**config.mk**
```make
export PLATFORM = sky130hd
export DESIGN_NAME = wb_merge_arbiter
export DESIGN_NICKNAME = d
export VERILOG_FILES = /design/src/rtl/wb_merge_arbiter_pkg.sv /design/src/rtl/wb_rr_picker.sv /design/src/rtl/wb_merge_arbiter.sv
export SDC_FILE = /design/constraint.sdc
export NUM_CORES = 1
export LEC_CHECK = 0
export BUFFER_PORTS_ARGS = -buffer_cell sky130_fd_sc_hd__buf_2
export CAP_MARGIN = 20
export CORE_AREA = 10 10 139 141
export DETAILED_ROUTE_END_ITERATION = 7
export DIE_AREA = 0 0 149 151
export GPL_TIMING_DRIVEN = 1
export PLACE_DENSITY = 0.76
export SLEW_MARGIN = 25
export SYNTH_ARGS = -nofsm -noshare
export SYNTH_HDL_FRONTEND = slang
export SYNTH_SLANG_ARGS = --single-unit
```
**constraint.sdc**
```tcl
create_clock -name clk -period 4 [get_ports clk]
set_input_delay 0.8 -clock clk [delete_from_list [all_inputs] [get_ports clk]]
set_output_delay 0.8 -clock clk [all_outputs]
set_load 0.02 [all_outputs]
```
**src/rtl/wb_merge_arbiter_pkg.sv**
```systemverilog
// Shared types and constants for the writeback merge arbiter and its
// round-robin picker.
package wb_merge_arbiter_pkg;

    // Default field widths of one writeback beat
    localparam int WB_WIS_W  = 2;
    localparam int WB_NR_W   = 6;
    localparam int WB_DATA_W = 64;

    // Width of the optional performance counters
    localparam int PERF_W = 44;

    // One writeback beat at the default widths
    typedef struct packed {
        logic [WB_WIS_W-1:0]  wis;
        logic [WB_NR_W-1:0]   rd;
        logic                 eop;
        logic                 tensor;
        logic [WB_DATA_W-1:0] data;
    } wb_beat_t;

    // Packet lock state: IDLE arbitrates freely, LOCKED follows one source
    typedef enum logic {
        ST_IDLE   = 1'b0,
        ST_LOCKED = 1'b1
    } wb_lock_state_e;

    // Round-robin index width: clog2 of the source count, at least one bit
    function automatic int rr_idx_w(input int n);
        return (n <= 1) ? 1 : $clog2(n);
    endfunction

endpackage

```
**src/rtl/wb_rr_picker.sv**
```systemverilog
// Combinational "first valid request at or after the pointer" picker,
// wrapping modulo N. Produces a onehot grant, its index and an any flag.
module wb_rr_picker
    import wb_merge_arbiter_pkg::*;
#(
    parameter int N     = 4,
    parameter int IDX_W = rr_idx_w(N)
) (
    input  logic [N-1:0]     valid,
    input  logic [IDX_W-1:0] ptr,
    output logic [N-1:0]     grant,
    output logic [IDX_W-1:0] idx,
    output logic             any
);

    logic [IDX_W:0] cand;

    // Scan sources starting at ptr and take the first one that is valid
    always_comb begin
        grant = '0;
        idx   = '0;
        any   = 1'b0;
        cand  = '0;
        for (int i = 0; i < N; i++) begin
            cand = {1'b0, ptr} + (IDX_W+1)'(i);
            if (cand >= (IDX_W+1)'(N)) begin
                cand = cand - (IDX_W+1)'(N);
            end
            if (!any && valid[cand[IDX_W-1:0]]) begin
                any                    = 1'b1;
                grant[cand[IDX_W-1:0]] = 1'b1;
                idx                    = cand[IDX_W-1:0];
            end
        end
    end

endmodule

```
**src/rtl/wb_merge_arbiter.sv**
```systemverilog
// Writeback merge arbiter: merges NUM_SRCS execute-unit result streams into
// one registered writeback stream. Round-robin between packets, locked to one
// source for the duration of a multi-beat packet, no backpressure.
// Optional performance counters are enabled by defining WB_MERGE_PERF_EN.
module wb_merge_arbiter
    import wb_merge_arbiter_pkg::*;
#(
    parameter int NUM_SRCS      = 4,
    parameter int WIS_W         = 2,
    parameter int NR_W          = 6,
    parameter int DATA_W        = 64,
    parameter int STALL_TIMEOUT = 1024
) (
    input  logic                       clk,
    input  logic                       reset_n,
    input  logic [NUM_SRCS-1:0]        in_valid,
    output logic [NUM_SRCS-1:0]        in_ready,
    input  logic [NUM_SRCS*WIS_W-1:0]  in_wis,
    input  logic [NUM_SRCS*NR_W-1:0]   in_rd,
    input  logic [NUM_SRCS-1:0]        in_eop,
    input  logic [NUM_SRCS-1:0]        in_tensor,
    input  logic [NUM_SRCS*DATA_W-1:0] in_data,
    output logic                       wb_valid,
    output logic [WIS_W-1:0]           wb_wis,
    output logic [NR_W-1:0]            wb_rd,
    output logic                       wb_eop,
    output logic                       wb_tensor,
    output logic [DATA_W-1:0]          wb_data
`ifdef WB_MERGE_PERF_EN
    ,
    output logic [PERF_W-1:0]          perf_wb_beats,
    output logic [PERF_W-1:0]          perf_wb_conflicts,
    output logic [PERF_W-1:0]          perf_wb_lock_stalls
`endif
);

    localparam int IDX_W = rr_idx_w(NUM_SRCS);

    // Same layout as wb_beat_t, sized by this instance's parameters
    typedef struct packed {
        logic [WIS_W-1:0]  wis;
        logic [NR_W-1:0]   rd;
        logic              eop;
        logic              tensor;
        logic [DATA_W-1:0] data;
    } beat_t;

    wb_lock_state_e      state;
    logic [IDX_W-1:0]    rr_ptr;
    logic [IDX_W-1:0]    lock_idx;
    logic [NUM_SRCS-1:0] pick_grant;
    logic [IDX_W-1:0]    pick_idx;
    logic                pick_any;
    logic [NUM_SRCS-1:0] lock_mask;
    logic [IDX_W-1:0]    win_idx;
    logic                granted;
    beat_t               sel_beat;

    wb_rr_picker #(
        .N     (NUM_SRCS),
        .IDX_W (IDX_W)
    ) u_picker (
        .valid (in_valid),
        .ptr   (rr_ptr),
        .grant (pick_grant),
        .idx   (pick_idx),
        .any   (pick_any)
    );

    // Grant selection: free round-robin when idle, only the locked source otherwise
    always_comb begin
        lock_mask = NUM_SRCS'(1) << lock_idx;
        if (state == ST_LOCKED) begin
            in_ready = lock_mask & in_valid;
            win_idx  = lock_idx;
            granted  = in_valid[lock_idx];
        end else begin
            in_ready = pick_grant;
            win_idx  = pick_idx;
            granted  = pick_any;
        end
    end

    // Payload mux driven by the onehot grant
    always_comb begin
        sel_beat = '0;
        for (int k = 0; k < NUM_SRCS; k++) begin
            if (in_ready[k]) begin
                sel_beat.wis    = in_wis[k*WIS_W +: WIS_W];
                sel_beat.rd     = in_rd[k*NR_W +: NR_W];
                sel_beat.eop    = in_eop[k];
                sel_beat.tensor = in_tensor[k];
                sel_beat.data   = in_data[k*DATA_W +: DATA_W];
            end
        end
    end

    // Lock FSM, round-robin pointer and registered writeback outputs
    always_ff @(posedge clk or negedge reset_n) begin
        if (!reset_n) begin
            state     <= ST_IDLE;
            rr_ptr    <= '0;
            lock_idx  <= '0;
            wb_valid  <= 1'b0;
            wb_wis    <= '0;
            wb_rd     <= '0;
            wb_eop    <= 1'b0;
            wb_tensor <= 1'b0;
            wb_data   <= '0;
        end else begin
            wb_valid <= granted;
            if (granted) begin
                wb_wis    <= sel_beat.wis;
                wb_rd     <= sel_beat.rd;
                wb_eop    <= sel_beat.eop;
                wb_tensor <= sel_beat.tensor;
                wb_data   <= sel_beat.data;
                if (sel_beat.eop) begin
                    state  <= ST_IDLE;
                    rr_ptr <= (win_idx == IDX_W'(NUM_SRCS-1)) ? '0 : win_idx + IDX_W'(1);
                end else begin
                    state    <= ST_LOCKED;
                    lock_idx <= win_idx;
                end
            end
        end
    end

`ifdef WB_MERGE_PERF_EN
    // Saturating counters for beats, multi-source contention and lock stalls
    always_ff @(posedge clk or negedge reset_n) begin
        if (!reset_n) begin
            perf_wb_beats       <= '0;
            perf_wb_conflicts   <= '0;
            perf_wb_lock_stalls <= '0;
        end else begin
            if (granted && perf_wb_beats != '1) begin
                perf_wb_beats <= perf_wb_beats + PERF_W'(1);
            end
            if ($countones(in_valid) >= 2 && perf_wb_conflicts != '1) begin
                perf_wb_conflicts <= perf_wb_conflicts + PERF_W'(1);
            end
            if (state == ST_LOCKED && !in_valid[lock_idx] && |(in_valid & ~lock_mask)
                && perf_wb_lock_stalls != '1) begin
                perf_wb_lock_stalls <= perf_wb_lock_stalls + PERF_W'(1);
            end
        end
    end
`endif

`ifndef SYNTHESIS
    logic [31:0]      stall_cnt;
    logic [WIS_W-1:0] pkt_wis;
    logic [NR_W-1:0]  pkt_rd;

    // Track the identity of the open packet and how long the lock has idled
    always_ff @(posedge clk or negedge reset_n) begin
        if (!reset_n) begin
            stall_cnt <= '0;
            pkt_wis   <= '0;
            pkt_rd    <= '0;
        end else begin
            if (state == ST_LOCKED && !granted) begin
                stall_cnt <= stall_cnt + 32'd1;
            end else begin
                stall_cnt <= '0;
            end
            if (state == ST_IDLE && granted && !sel_beat.eop) begin
                pkt_wis <= sel_beat.wis;
                pkt_rd  <= sel_beat.rd;
            end
        end
    end

    a_ready_onehot0 : assert property (@(posedge clk) disable iff (!reset_n)
        $onehot0(in_ready))
        else $error("wb_merge_arbiter: in_ready not onehot0");

    a_pkt_stable : assert property (@(posedge clk) disable iff (!reset_n)
        (state == ST_LOCKED && granted) |-> (sel_beat.wis == pkt_wis && sel_beat.rd == pkt_rd))
        else $error("wb_merge_arbiter: wis/rd changed inside a packet");

    a_lock_timeout : assert property (@(posedge clk) disable iff (!reset_n)
        stall_cnt <= 32'(STALL_TIMEOUT))
        else $error("wb_merge_arbiter: packet lock stalled too long");
`endif

endmodule
```
==> impl_results.md, run 1 <==
* Top cells by area, synth: dfrtp_1, a221o_1, o21ai_1
* Share of cells above drive strength 1 at 48.0%
* Fmax achieved at 274 MHz
* Synthesized net count at 844
* Unique masters post-synth at 44
* Per-cell routed wire length at 21.0 um
* Max-cap violation count at 0
* Crit path largest cell delay at 620 ps
* WHS at 483 ps
* Final period utilization at 91.3%
* Final hold vios at 0
* Worst IR drop on VDD at 0.000503 V
* Yosys reg bits at 80
* Hold_buf cts at 0
* Kind of cell adding the most delay to the critical path: simple AND/OR/NAND/NOR gates
* Area grow syn2layout at 48.0%
* Slew at the pin closest to its max-slew limit at 760 ps
* Routed vias at 6111
* Status: complete, no violations
* CTS Buffer Depth at 2
* Die X at 149 um
* Root buffer cell: clkbuf_16
* Buffers on Ports at 380
* H-tree depth at 3
* Yosys warns at 0
* CP Buf/Inv Count at 3
* Initial antenna violation count at 0
* Number of synthesized flops with an enable pin at 0
* Total power per unit cell area at 1110 mW/mm2
* Initial Util at 30.8%
* Hold/Removal Path Class: reg2reg
* Crit-path slowest cell: or4_1
* DP Area at 0.00713 mm2
* Cell mode on critical path: inv_1
* Hold Path Stages at 2
* Clock Sinks at 80
* Total wire length at 23200 um
* Register Area at 0.00200 mm2
* Instance count on the critical path at 8
* Post-DRT Antenna Nets at 0
* Clock Skews at 6.43 ps
* Fin crit period at 3650 ps
* Final setup TNS at 0 ps
* Final Wtd Congestion at 0.946
* Core area at 0.0165 mm2
* Mean Syn Cell Area at 9.47 um2
* Maximum number of pins on one net before global-route repair at 81
* Slew Limit Headroom at 49.4%
* Leak at 3.59 nW
* Register area share after synthesis at 39.5%
* Cells after Synth at 535
* Dominant cell type by area after synthesis: dfrtp_1
* Worst EP required at 3200 ps
* Number of detailed-routing iterations run before antenna repair at 5
* CTS tree: built
* Drt initial violations at 366
* CP cell instances: inv_1 -> ha_1 -> mux4_2 -> or4_1 -> nor2_1 -> a221oi_1 -> inv_1 -> buf_2
* Crit Path Class: reg2out
* Number of remaining DRC errors at 0
* Clk slew on worst S/H paths at 60 ps
* Post-CTS sizing at 0
* Height of the die at 151 um
* Total GRT Usage at 19.1%
* Ports at 381
* Via density per instance at 5.53
* Worst EP arrival at 2850 ps
* Synth top cells by count: o21ai_1, dfrtp_1, a221o_1, a22oi_1, clkbuf_1
* Final Cell Area at 0.00749 mm2
* Setup Buffers After CTS at 0
* Final Setup Violations at 0
* Post-DP HPWL at 18200 um
* Num CTS Buffers at 9
* Fill cells at 1572
* Die Area at 0.0225 mm2
* Nets@finish at 1188
* Count leader, synth: o21ai_1
* Clock Latency Late Sink at 330 ps
* FFs w/ async S/R, synth at 100%
* Top cell type's share of synthesized area at 39.5%
* R2R depth at 11
* Area occupied by multi-input gates at 0.00274 mm2
* Peak fanout along the critical path at 13
* Cell Area, Synth at 0.00506 mm2
* Startpoint types: flip-flop
* RSZ-0062 raised after global routing: no
* Top_reg_cell synth: dfrtp_1
* Site Rows at 47
* Critical Path End Type: output port
* GRT overflow at 0
* Vias in the first global route at 6137
* First-pass GRT wire length at 34500 um
* Fin. max-slew vios at 0
-- stage by stage --
step                utilization (%)  total power, W  instances  worst slack [ps]
global placement               43.3         0.00722       1088               467
finish                         45.5         0.00831       1105               348
global route                   45.5         0.00897       1103               135
detailed placement             43.3         0.00732       1088               414
CTS                            45.5         0.00836       1103               324
floorplan                         -         0.00567        535              64.0
-- layer usage --
metal,GRT usage [%],routed length [um],up-vias
li1,-,-,2837
met1,22.0,8660,2867
met2,32.3,11500,376
met3,6.62,2560,31
met4,6.92,474,0
met5,0,0,-
-- worst reg2reg max path, delay by kind of cell (launching register included) --
kind,cells,cell delay [ps]
compound gates,4,570
mux,1,490
simple gates,3,1110
fa+ha+maj,1,460
flops,1,340
buf+inv,2,380
-- logic make-up (layout without fill, tap and decap cells) --
family,count (synthesis),after routing,share of synthesized area [%]
compound gates,320,320,43.5
flops,80,80,39.5
buf+inv,74,422,7.11
simple gates,40,40,4.42
mux,13,13,3.58
fa+ha+maj,7,7,1.73
xor+xnor,1,1,0.173
other cells,0,2,0
-- flip-flops by register name, summed over array words and instances (netlist names) --
name	count
wb_rd	6
wb_data	64
wb_wis	2
lock_idx	2
wb_valid	1
state	1
wb_tensor	1
rr_ptr	2
wb_eop	1
-- layout by cell type (no fill, tap or decap), types with 9 or more instances in the layout --
cell type,count
buf_2,379
o21ai_1,140
dfrtp_1,80
a221o_1,74
a22oi_1,73
o21ai_0,12
buf_4,12
nand2_1,11
inv_1,10
clkbuf_16,9
-- final timing paths --
path / start / end / slack (ps)
max: rr_ptr[0] / in_ready[0] / 350
min: wb_eop / wb_eop / 480
max reg2reg: rr_ptr[0] / wb_data[27] / 580
max in group asynchronous: reset_n / lock_idx[0] / 2960
min in group asynchronous: reset_n / wb_data[43] / 490
min reg2reg: wb_eop / wb_eop / 480
-- area by class of cell --
class	count	area share, %
Clock buffer	10	3.06
Inverter	11	0.551
Antenna cell	2	0.0668
Clock inverter	5	1.72
Sequential cell	80	26.7
Timing Repair Buffer	396	27.7
Multi-Input combinational cell	381	36.5
Tap cell	220	3.67
-- where the power goes --
| part | switching [W] | internal [W] | leakage (nW) |
|---|---|---|---|
| Clock | 0.000334 | 0.000672 | 0.173 |
| Sequential | 0.000254 | 0.00130 | 0.935 |
| Combinational | 0.00349 | 0.00226 | 2.48 |
| Total | 0.00408 | 0.00422 | 3.59 |
Power figures use the tool's default switching activity.
==> run 2, diff against run 1 <==
--- a/config.mk
+++ b/config.mk
@@ -12,6 +12,7 @@
 export DIE_AREA = 0 0 149 151
 export GPL_TIMING_DRIVEN = 1
 export PLACE_DENSITY = 0.76
+export RECOVER_POWER = 25
 export SLEW_MARGIN = 25
 export SYNTH_ARGS = -nofsm -noshare
 export SYNTH_HDL_FRONTEND = slang
==> impl_results.md, run 2 (synthesis gave the netlist of run 1 again) <==
* Number of remaining DRC errors at 0
* Crit path largest cell delay at 620 ps
* Fill cells at 1572
* Commonest non-fill, non-tap cell in the layout: buf_2
* Setup Buffers After CTS at 0
* Final Setup Violations at 0
* Crit Path Class: reg2out
* Worst EP required at 3200 ps
* Slew Limit Headroom at -36.5%
* Initial antenna violation count at 0
* Post-DRT Antenna Nets at 0
* Fin crit period at 3650 ps
* Failing checks: max-capacitance violations, max-slew violations
* Height of the die at 151 um
* Buffers on Ports at 380
* Hold_sp: wb_eop
* Critical Path End Type: output port
* Num CTS Buffers at 9
* Site Rows at 47
* CTS tree: built
* Ports at 381
* Clk slew on worst S/H paths at 60 ps
* Register Area at 0.00200 mm2
* Startpoint types: flip-flop
* Hold Path Stages at 2
* Worst R2R Start: rr_ptr[0]
* R2R depth at 11
* R2R Setup Slk at 570 ps
* Leak at 3.59 nW
* Share of cells above drive strength 1 at 48.0%
* Total power per unit cell area at 1110 mW/mm2
* Post-CTS sizing at 0
* Kind of cell adding the most delay to the critical path: simple AND/OR/NAND/NOR gates
* Top reg by flops: wb_data
* Top Registers: wb_data x64, wb_rd x6
* Largest register FFs at 64
* Die Area at 0.0225 mm2
* Clock Latency Late Sink at 330 ps
* Post-DP HPWL at 18200 um
* Root buffer cell: clkbuf_16
* Fin. max-slew vios at 81
* Worst EP arrival at 2850 ps
* Via density per instance at 5.54
* CTS Buffer Depth at 2
* Maximum number of pins on one net before global-route repair at 81
* Core area at 0.0165 mm2
* Cell mode on critical path: inv_1
* Vias in the first global route at 6137
* Hold Path End: wb_eop
* Final setup TNS at 0 ps
* H-tree depth at 3
* Crit-path slowest cell: or4_1
* Initial Util at 30.8%
* Area grow syn2layout at 47.9%
* Status: finished, violations left
* First-pass GRT wire length at 34500 um
* Area occupied by multi-input gates at 0.00274 mm2
* Drt initial violations at 366
* Hold_buf cts at 0
* Commonest cells after routing, fill and taps aside: buf_2, o21ai_1, dfrtp_1, a221o_1, a22oi_1
* CP cell instances: inv_1 -> ha_1 -> mux4_2 -> or4_1 -> nor2_1 -> a221oi_1 -> inv_1 -> buf_2
* Reg2reg end: wb_data[27]
* Per-cell routed wire length at 21.0 um
* Slew at the pin closest to its max-slew limit at 2050 ps
* Total wire length at 23200 um
* Final hold vios at 0
* Nets@finish at 1188
* Fmax achieved at 274 MHz
* Final Wtd Congestion at 0.946
* Max-cap violation count at 1
* Worst IR drop on VDD at 0.000503 V
* RSZ-0062 raised after global routing: no
* Total GRT Usage at 19.1%
* Peak fanout along the critical path at 13
* Number of detailed-routing iterations run before antenna repair at 5
* Clock Skews at 6.48 ps
* Clock Sinks at 80
* Die X at 149 um
* CP Buf/Inv Count at 3
* Final Util at 45.5%
* GRT overflow at 0
* Hold/Removal Path Class: reg2reg
* Final period utilization at 91.3%
* Routed vias at 6127
## run 2: cell count changes in the layout (fill, tap and decap cells not counted)
cell      before  now
clkbuf_2       0    1
buf_6          1    0
## run 2: final cells by class
type                       count  area share, %
multi-input combinational    381           36.5
timing repair buffer         396           27.7
sequential                    80           26.7
tap                          220           3.68
clock buffer                  10           3.06
clock inverter                 5           1.72
inverter                      11          0.551
antenna                        2         0.0668
## run 2: worst min-delay path, cell delays in order, from the launching register on
cell and delay [ps]:
dfrtp_1 340, nand2_1 50, nand2_1 60
## run 2: routing by layer
metal	share of wire, %	routed length, um	global-route usage (%)
met5	0	0	0
met4	2.1	478	6.92
met3	11	2460	6.62
met2	49	11500	32.3
met1	38	8810	22.0
## run 2: worst max path at each step
stage                     start           to  cells past startpoint
floorplan             rr_ptr[0]  in_ready[3]                     12
global placement    in_valid[2]    rr_ptr[0]                      9
detailed placement  in_valid[2]    rr_ptr[0]                      9
CTS                   rr_ptr[0]  in_ready[0]                      8
global route          rr_ptr[0]  in_ready[0]                      8
finish                rr_ptr[0]  in_ready[0]                      8
## run 2: per-stage QoR
| step | instances | hold WS (ps) | instance area (um2) | setup slack, ps | total power (W) |
|---|---|---|---|---|---|
| global route | 1103 | 510 | 7480 | 135 | 0.00897 |
| floorplan | 535 | 504 | 5060 | 64.0 | 0.00567 |
| finish | 1105 | 483 | 7490 | 348 | 0.00831 |
| detailed placement | 1088 | 473 | 7130 | 414 | 0.00732 |
| global placement | 1088 | 474 | 7130 | 467 | 0.00722 |
| CTS | 1103 | 488 | 7490 | 324 | 0.00836 |
## run 2: power by group
part	leakage (nW)	total (W)	internal (W)	switching [W]
logic	2.48	0.00575	0.00225	0.00350
clock network	0.173	0.00101	0.000672	0.000336
registers	0.935	0.00155	0.00130	0.000254
==> run 3, diff against run 2 <==
--- a/config.mk
+++ b/config.mk
@@ -7,11 +7,11 @@
 export LEC_CHECK = 0
 export BUFFER_PORTS_ARGS = -buffer_cell sky130_fd_sc_hd__buf_2
 export CAP_MARGIN = 20
-export CORE_AREA = 10 10 139 141
+export CORE_AREA = 3 3 148 150
 export DETAILED_ROUTE_END_ITERATION = 7
-export DIE_AREA = 0 0 149 151
+export DIE_AREA = 0 0 151 153
 export GPL_TIMING_DRIVEN = 1
-export PLACE_DENSITY = 0.76
+export PLACE_DENSITY = 0.64
 export RECOVER_POWER = 25
 export SLEW_MARGIN = 25
 export SYNTH_ARGS = -nofsm -noshare
==> impl_results.md, run 3 (synthesis gave the netlist of run 1 again) <==
* Setup Buffers After CTS at 0
* Area grow syn2layout at 47.5%
* Total wire length at 21200 um
* Hold/Removal Path Class: reg2reg
* Startpoint types: flip-flop
* Buffers on Ports at 380
* Initial antenna violation count at 0
* Final setup TNS at 0 ps
* Largest register FFs at 64
* Clock power share at 10.7%
* Post-CTS sizing at 0
* Worst EP arrival at 2900 ps
* Slew at the pin closest to its max-slew limit at 2690 ps
* Final hold vios at 0
* Core area at 0.0208 mm2
* Routed vias at 6061
* Combinational share of power at 70.2%
* Num CTS Buffers at 9
* First-pass GRT wire length at 30800 um
* R2R depth at 11
* Top Registers: wb_data x64, wb_rd x6
* Number of remaining DRC errors at 0
* Clock Latency Late Sink at 350 ps
* ANT cells at 0
* Hold_buf cts at 0
* Internal power at 0.00400 W
* Fin. max-slew vios at 48
* CP cell instances: inv_1 -> ha_1 -> mux4_2 -> nor4b_2 -> and2_1 -> o31ai_4 -> inv_2 -> buf_2
* Number of detailed-routing iterations run before antenna repair at 5
* Final Wtd Congestion at 0.883
* Clock Skews at 16.8 ps
* Clk slew on worst S/H paths at 60 ps
* Crit Path Class: reg2out
* Commonest non-fill, non-tap cell in the layout: buf_2
* Total power per unit cell area at 1080 mW/mm2
* Switch share at 50.5%
* Kind of cell adding the most delay to the critical path: simple AND/OR/NAND/NOR gates
* Initial Util at 24.3%
* Max-cap violation count at 1
* Fill cells at 2142
* CTS Buffer Depth at 2
* GRT overflow at 0
* Site Rows at 53
* Commonest cells after routing, fill and taps aside: buf_2, o21ai_1, dfrtp_1, a221o_1, a22oi_1
* CTS tree: built
* Post-DP HPWL at 16200 um
* DP Worst Slack at 336 ps
* Critical Path End Type: output port
* RSZ-0062 raised after global routing: no
* Peak fanout along the critical path at 13
* Crit-path slowest cell: mux4_2
* Height of the die at 153 um
* Die X at 151 um
* Leak at 3.55 nW
* Post-DRT Antenna Nets at 0
* H-tree depth at 3
* Die Area at 0.0231 mm2
* Fin crit period at 3700 ps
* Status: finished, violations left
* Fmax achieved at 270 MHz
* Reg power frac at 19.1%
* Failing checks: max-capacitance violations, max-slew violations
* Worst EP required at 3200 ps
* Drt initial violations at 484
* Final period utilization at 92.4%
* CP Buf/Inv Count at 3
* Root buffer cell: clkbuf_16
* Net Sw Power at 0.00409 W
* Top reg by flops: wb_data
* Hold Path Stages at 2
* Via density per instance at 5.23
* Slew Limit Headroom at -79.2%
* Per-cell routed wire length at 18.3 um
* Worst Setup Slack, final at 303 ps
* Final Setup Violations at 0
* Maximum number of pins on one net before global-route repair at 83
* Worst IR drop on VDD at 0.000666 V
* Share of cells above drive strength 1 at 48.0%
* Clock Sinks at 80
* Instance count on the critical path at 8
* Nets@finish at 1188
* Vias in the first global route at 5697
* Ports at 381
* Crit path largest cell delay at 480 ps
* Total GRT Usage at 16.9%
-- run 3: cell count changes in the layout (fill, tap and decap cells not counted), sizes merged --
cell and change:
buf -2, bufinv -3, clkbuf +3, clkinv +2, clkinvlp +1, diode -2
-- run 3: final cells by class --
cell class,instances,area (um2),area share [%]
multi-input combinational,381,2740,36.6
timing repair buffer,396,2040,27.3
sequential,80,2000,26.8
tap,275,344,4.61
clock buffer,11,243,3.25
clock inverter,5,63.8,0.854
inverter,11,41.3,0.553
-- run 3: metrics by stage --
step	util (%)	hold WS, ps	cell area (um2)	power (W)	instances
finish	35.9	505	7470	0.00808	1159
global route	35.9	532	7470	0.00873	1159
CTS	35.9	488	7480	0.00814	1159
detailed placement	34.4	493	7170	0.00726	1143
global placement	34.4	489	7170	0.00716	1143
floorplan	-	504	5060	0.00567	535
-- run 3: power by group through the flow --
stage,registers [W],clock network [W],logic (W)
3_3_place_gp,0.00154,0,0.00562
2_1_floorplan,0.00202,0,0.00365
5_1_grt,0.00160,0.000923,0.00621
4_1_cts,0.00155,0.000892,0.00571
3_5_place_dp,0.00155,0,0.00571
6_report,0.00155,0.000862,0.00568
-- run 3: tightest hold or removal path, cell delays in order (launching register included) --
cell and delay, ps:
dfrtp_1 330, a22oi_1 60, o21ai_1 70
-- run 3: path summary, 6_finish.rpt --
path,from,to,slack [ps]
worst max register to register,rr_ptr[0],wb_data[62],490
worst min register to register,wb_data[48],wb_data[48],500
worst max-delay path,rr_ptr[0],in_ready[2],300
max in group asynchronous,reset_n,wb_data[58],1060
min in group asynchronous,reset_n,wb_data[40],1300
worst min-delay path,wb_data[48],wb_data[48],500
-- run 3: routing by layer --
metal	vias up	global-route usage [%]	share of wire (%)
li1	2833	-	-
met1	2871	21.3	41
met2	334	29.3	50
met3	23	2.85	8.1
met4	0	5.01	1.6
met5	-	0	0
